$ cat config.mk
export PLATFORM = sky130hd
export DESIGN_NAME = rvvi_stream_packetizer
export DESIGN_NICKNAME = d
export VERILOG_FILES = /design/src/rtl/rvvi_stream_packetizer.sv
export SDC_FILE = /design/constraint.sdc
export NUM_CORES = 2
export LEC_CHECK = 0
export ABC_AREA = 0
export CELL_PAD_IN_SITES_DETAIL_PLACEMENT = 0
export CELL_PAD_IN_SITES_GLOBAL_PLACEMENT = 2
export CORE_ASPECT_RATIO = 0.6
export CORE_MARGIN = 10
export CORE_UTILIZATION = 50
export CTS_CLUSTER_DIAMETER = 100
export DETAILED_ROUTE_END_ITERATION = 10
export PLACE_DENSITY_LB_ADDON = 0.1
export SKIP_LAST_GASP = 1
export SLEW_MARGIN = 20
export SYNTH_ARGS = -nofsm -noshare
export SYNTH_HDL_FRONTEND = slang
export SYNTH_SLANG_ARGS = --single-unit
export TNS_END_PERCENT = 50
$ cat constraint.sdc
create_clock -name clk -period 38.1 [get_ports clk]
set_input_delay 7.62 -clock clk [delete_from_list [all_inputs] [get_ports clk]]
set_output_delay 7.62 -clock clk [all_outputs]
set_load 0.03 [all_outputs]
$ cat src/rtl/rvvi_stream_packetizer.sv
// rvvi_stream_packetizer: buffers wide RVVI frames in a small FIFO and
// serializes each one as a header beat plus payload beats on a ready/valid stream.
module rvvi_stream_packetizer #(
  parameter int RVVI_WIDTH        = 784,
  parameter int FRAME_COUNT_WIDTH = 16,
  parameter int OUT_WIDTH         = 32,
  parameter int FIFO_DEPTH        = 4
) (
  input  logic                          clk,
  input  logic                          resetn,
  input  logic                          DutValid,
  input  logic [RVVI_WIDTH-1:0]         DutRvvi,
  input  logic [FRAME_COUNT_WIDTH-1:0]  DutFrameCount,
  output logic [OUT_WIDTH-1:0]          TData,
  output logic                          TValid,
  output logic                          TLast,
  input  logic                          TReady,
  output logic [15:0]                   DropCount,
  output logic                          Overflow,
  output logic [$clog2(FIFO_DEPTH):0]   FifoLevel
);

  localparam int NBEATS = (RVVI_WIDTH + OUT_WIDTH - 1) / OUT_WIDTH;
  localparam int PW     = NBEATS * OUT_WIDTH;
  localparam int EW     = FRAME_COUNT_WIDTH + RVVI_WIDTH;
  localparam int AW     = $clog2(FIFO_DEPTH);
  localparam int BW     = (NBEATS > 1) ? $clog2(NBEATS) : 1;

  typedef enum logic [1:0] {IDLE, HEADER, PAYLOAD} state_t;

  logic [EW-1:0] mem [FIFO_DEPTH];
  logic [AW:0]   wptr, rptr;
  logic          full, empty, push, pop, drop, more;
  state_t        state;
  logic [BW-1:0] beat;
  logic [EW-1:0] head;
  logic [PW-1:0] head_pad;

  assign empty     = (wptr == rptr);
  assign full      = (wptr[AW] != rptr[AW]) &&
                     (wptr[AW-1:0] == rptr[AW-1:0]);
  assign FifoLevel = wptr - rptr;
  assign pop       = TValid & TReady & TLast;
  assign push      = DutValid & (~full | pop);
  assign drop      = DutValid & full & ~pop;
  // another entry remains after this pop, counting a same-cycle push
  assign more      = (FifoLevel > 1) | push;

  assign head     = mem[rptr[AW-1:0]];
  assign head_pad = PW'(head[RVVI_WIDTH-1:0]);

  always_ff @(posedge clk) begin
    if (push) mem[wptr[AW-1:0]] <= {DutFrameCount, DutRvvi};
  end

  always_ff @(posedge clk or negedge resetn) begin
    if (!resetn) begin
      wptr <= '0;
      rptr <= '0;
    end else begin
      if (push) wptr <= wptr + 1'b1;
      if (pop)  rptr <= rptr + 1'b1;
    end
  end

  always_ff @(posedge clk or negedge resetn) begin
    if (!resetn) begin
      DropCount <= '0;
      Overflow  <= 1'b0;
    end else if (drop) begin
      Overflow <= 1'b1;
      if (DropCount != 16'hFFFF) DropCount <= DropCount + 1'b1;
    end
  end

  always_ff @(posedge clk or negedge resetn) begin
    if (!resetn) begin
      state  <= IDLE;
      beat   <= '0;
      TValid <= 1'b0;
      TLast  <= 1'b0;
    end else begin
      unique case (state)
        IDLE: begin
          if (!empty) begin
            state  <= HEADER;
            TValid <= 1'b1;
          end
        end
        HEADER: begin
          if (TReady) begin
            state <= PAYLOAD;
            beat  <= '0;
            TLast <= 1'(NBEATS == 1);
          end
        end
        PAYLOAD: begin
          if (TReady) begin
            if (!TLast) begin
              beat  <= beat + 1'b1;
              TLast <= (beat == BW'(NBEATS - 2));
            end else if (more) begin
              state <= HEADER;
              TLast <= 1'b0;
            end else begin
              state  <= IDLE;
              TValid <= 1'b0;
              TLast  <= 1'b0;
            end
          end
        end
        default: state <= IDLE;
      endcase
    end
  end

  always_comb begin
    TData = '0;
    unique case (1'b1)
      (state == HEADER):
        TData = OUT_WIDTH'({16'(head[EW-1 -: FRAME_COUNT_WIDTH]),
                            8'(NBEATS), 8'h5A});
      (state == PAYLOAD):
        TData = head_pad[beat*OUT_WIDTH +: OUT_WIDTH];
      default: ;
    endcase
  end

endmodule
==> results.ini <==
[run_status]
status = complete, no violations

[clocking]
cts_tree = done
clock_path_buffers = 4
cts_made_buffers = 304
cts.sinks = 3232
root_buffer = clkbuf_16
postCtsSetupRepairBufs = 0
cts.hold.buffers_added = 0
path_clk_slew_ps = 60
insertion_delay_ps = 850
cts_resized = 0
htreeDepth = 5

[placed_design]
io_buffers = 857
post-dp-hpwl_um = 246000
gp_congestion = 0.806
dp_slack_ps = 23120
dp.cells = 9381

[pwr]
powerDensity_mw_per_mm2 = 65.1
peakVddDrop_mv = 0.0393
total_power_mw = 9.47
leakage_nw = 44.7

[setup_path]
end_kind = output pin
crit_fanout = 87
startpoint_type = flip-flop
slowest_delay_ps = 850
worstPathRequired_ps = 30480
slowest_stage = dfrtp_4
path_cells = buf_12 -> buf_4 -> buf_4 -> buf_4 -> buf_4 -> mux4_2 -> nor2_1 -> nor2_1 -> o221ai_1 -> a221o_1 -> nand4_1 -> clkdlybuf4s50_1
critical-path-top-delay-family = buffers and inverters
cp_data_arrival_time_ps = 8090
critical_path_class = flip-flop to output pin
crit_top_cell = buf_4
cp.buffers_inverters = 6

[grt]
grt_usage_pct = 27.0
gr-total-overflow = 0
antenna_found_initial = 231
grt_pass1_wl_um = 507000
grt_max_degree = 139
first_global_vias = 61100

[synth]
syn-num-nets = 6194
syn_area_sq_mm = 0.124
postSynthAreaPerCell_sq_um = 23.0
ys_ff_latch = 3232
ys_async_sr_fraction_pct = 0.990
yosysWarnings = 0
ys_types = 65
ys.flop_type = edfxtp_1
synth_edf_count = 3200
yosysSeqAreaShare_pct = 78.2
synth_cells = 5376

[detailed_routing]
wire_per_inst_um = 37.1
drt-initial-drc-count = 7570
ant_nets = 0
drc_errors = 0
viasPerCell = 6.18
routed_wl_um = 369000
num_vias = 61400
dr.pass1.iters = 6

[die]
chipWidth_um = 663
dieArea_sq_mm = 0.269
ioPinCount = 858
start_util_pct = 50.3
core_sq_mm = 0.246
rows = 141
die_h_um = 406

[sta]
finalSetupViolCount = 0
rsz0062_at_grt = false
worstMarginPinSlew_ps = 1210
finalCritPeriodShare_pct = 41.2
hold_violations = 0
setup-tns-final_ps = 0
finClkSkew_ps = 27.1
fin_ws_ps = 22390
maxClockFrequency_mhz = 63.7
period_minus_slack_ps = 15710
maxSlewViolCount = 0
relSlewSlack_pct = 19.0

[layout]
fillCellCount = 17700
drive_gt1_share_pct = 21.3
synthToLayoutAreaGrowth_pct = 17.4
nNetsFinal = 7216
final_cells = 9946

[hold_path]
hold_path_class = flip-flop to flip-flop

[run]
drv_cap = 0

==> state kept, by name (all words and copies together) (netlist names) <==
| signal | count |
|---|---|
| DropCount | 16 |
| Overflow | 1 |
| TLast | 1 |
| TValid | 1 |
| beat | 5 |
| mem | 3200 |
| rptr | 3 |
| state | 2 |
| wptr | 3 |
==> layer usage <==
metal / vias to the layer above / global-route usage [%] / share of wire (%)
met5: - / 0 / 0.14
met4: 82 / 6.33 / 2.6
met3: 739 / 7.00 / 8.7
met2: 2724 / 43.0 / 48
met1: 32800 / 37.8 / 41
li1: 25100 / - / -
==> power by group <==
part / switching [mW] / internal (mW) / total, mW
logic: 1.27 / 0.506 / 1.78
clock network: 1.28 / 1.59 / 2.87
registers: 0.145 / 4.68 / 4.82
total: 2.70 / 6.78 / 9.47
==> placed cells by master, fill, tap and decap left out, types with 10 or more instances in the layout <==
cell type           n
bufinv_16          12
a22oi_1            56
nor2b_1            14
mux2i_1           198
clkinv_2           43
xnor2_1            18
nor3_1             22
diode_2            34
nor2_1             67
a32oi_1            11
a221oi_1           20
clkbuf_16         312
a211o_1            11
nand2_1           134
mux2_2             35
o21ai_0            53
nand4_1            13
clkdlybuf4s50_1   856
dfrtp_1            25
clkinv_1           66
clkbuf_1           76
a21oi_1            82
a31oi_1            22
nand2b_1           10
edfxtp_1         3200
mux4_2            796
o22ai_1            29
ha_1               13
nand3_1            57
and2_1             11
buf_4             137
o221ai_1           46
a22o_1             10
==> cells by family (layout without fill, tap and decap cells) <==
kind of cell | Yosys count | after routing | share of synthesized area, %
AND/OR/NAND/NOR | 383 | 383 | 1.46
flip-flops | 3232 | 3232 | 78.2
XOR/XNOR | 22 | 22 | 0.156
adder cells (fa/ha/maj) | 14 | 14 | 0.147
AO/OA/AOI/OAI | 394 | 394 | 2.19
multiplexers | 1032 | 1032 | 16.4
other | 0 | 34 | 0
buffers and inverters | 299 | 1546 | 1.41
==> synth_stat cells, drive strengths merged (3+ instances only) <==
| cell type | n | area share, % |
|---|---|---|
| a311oi | 5 | 0.035 |
| o22ai | 29 | 0.15 |
| or3b | 4 | 0.028 |
| or2 | 3 | 0.015 |
| a22o | 10 | 0.071 |
| nand2 | 135 | 0.41 |
| nor4 | 4 | 0.020 |
| a32oi | 11 | 0.078 |
| or3 | 7 | 0.035 |
| mux2i | 201 | 1.6 |
| a211oi | 9 | 0.055 |
| nand4 | 13 | 0.066 |
| mux2 | 35 | 0.32 |
| a2111oi | 6 | 0.042 |
| a22oi | 56 | 0.34 |
| a21oi | 82 | 0.33 |
| nand3 | 57 | 0.23 |
| a31oi | 22 | 0.11 |
| nor2 | 74 | 0.22 |
| mux4 | 796 | 14 |
| a221oi | 21 | 0.15 |
| a221o | 7 | 0.057 |
| nor3 | 23 | 0.093 |
| and4 | 3 | 0.021 |
| dfrtp | 32 | 0.65 |
| ha | 13 | 0.13 |
| buf | 197 | 1.1 |
| edfxtp | 3200 | 78 |
| xor2 | 4 | 0.028 |
| and2 | 13 | 0.066 |
| nand2b | 10 | 0.051 |
| nand3b | 6 | 0.036 |
| o221ai | 46 | 0.33 |
| and3 | 9 | 0.045 |
| nor2b | 17 | 0.086 |
| inv | 11 | 0.033 |
| o21ai | 57 | 0.23 |
| xnor2 | 18 | 0.13 |
| clkbuf | 91 | 0.28 |
| o211ai | 7 | 0.042 |
| a211o | 11 | 0.078 |
==> cell type report <==
cell class	count	area [sq um]	share of cell area, %
Timing Repair Buffer	1004	9790	6.73
Clock inverter	138	980	0.674
Multi-Input combinational cell	1845	25400	17.4
Clock buffer	393	8160	5.61
Antenna cell	34	85.1	0.0585
Tap cell	3289	4120	2.83
Sequential cell	3232	96900	66.6
Inverter	11	51.3	0.0353
==> stage by stage <==
step	area [sq um]	hold WS [ps]	utilization, %
3_3_place_gp	136000	461	55.3
4_1_cts	145000	470	59.0
6_report	145000	472	59.1
3_5_place_dp	136000	456	55.3
2_1_floorplan	124000	498	-
5_1_grt	145000	502	59.0
==> path summary, 6_finish.rpt <==
check,startpoint,endpoint,slack (ps),cells after the start
worst max-delay path,rptr[0],TData[30],22390,12
worst min-delay path,Overflow,Overflow,470,1
worst max register to register,rptr[0],mem[1][561],30440,10
worst min register to register,Overflow,Overflow,470,1
max in group asynchronous,resetn,beat[0],30430,1
min in group asynchronous,resetn,rptr[0],6950,1
(Power assumes the default switching activity.)
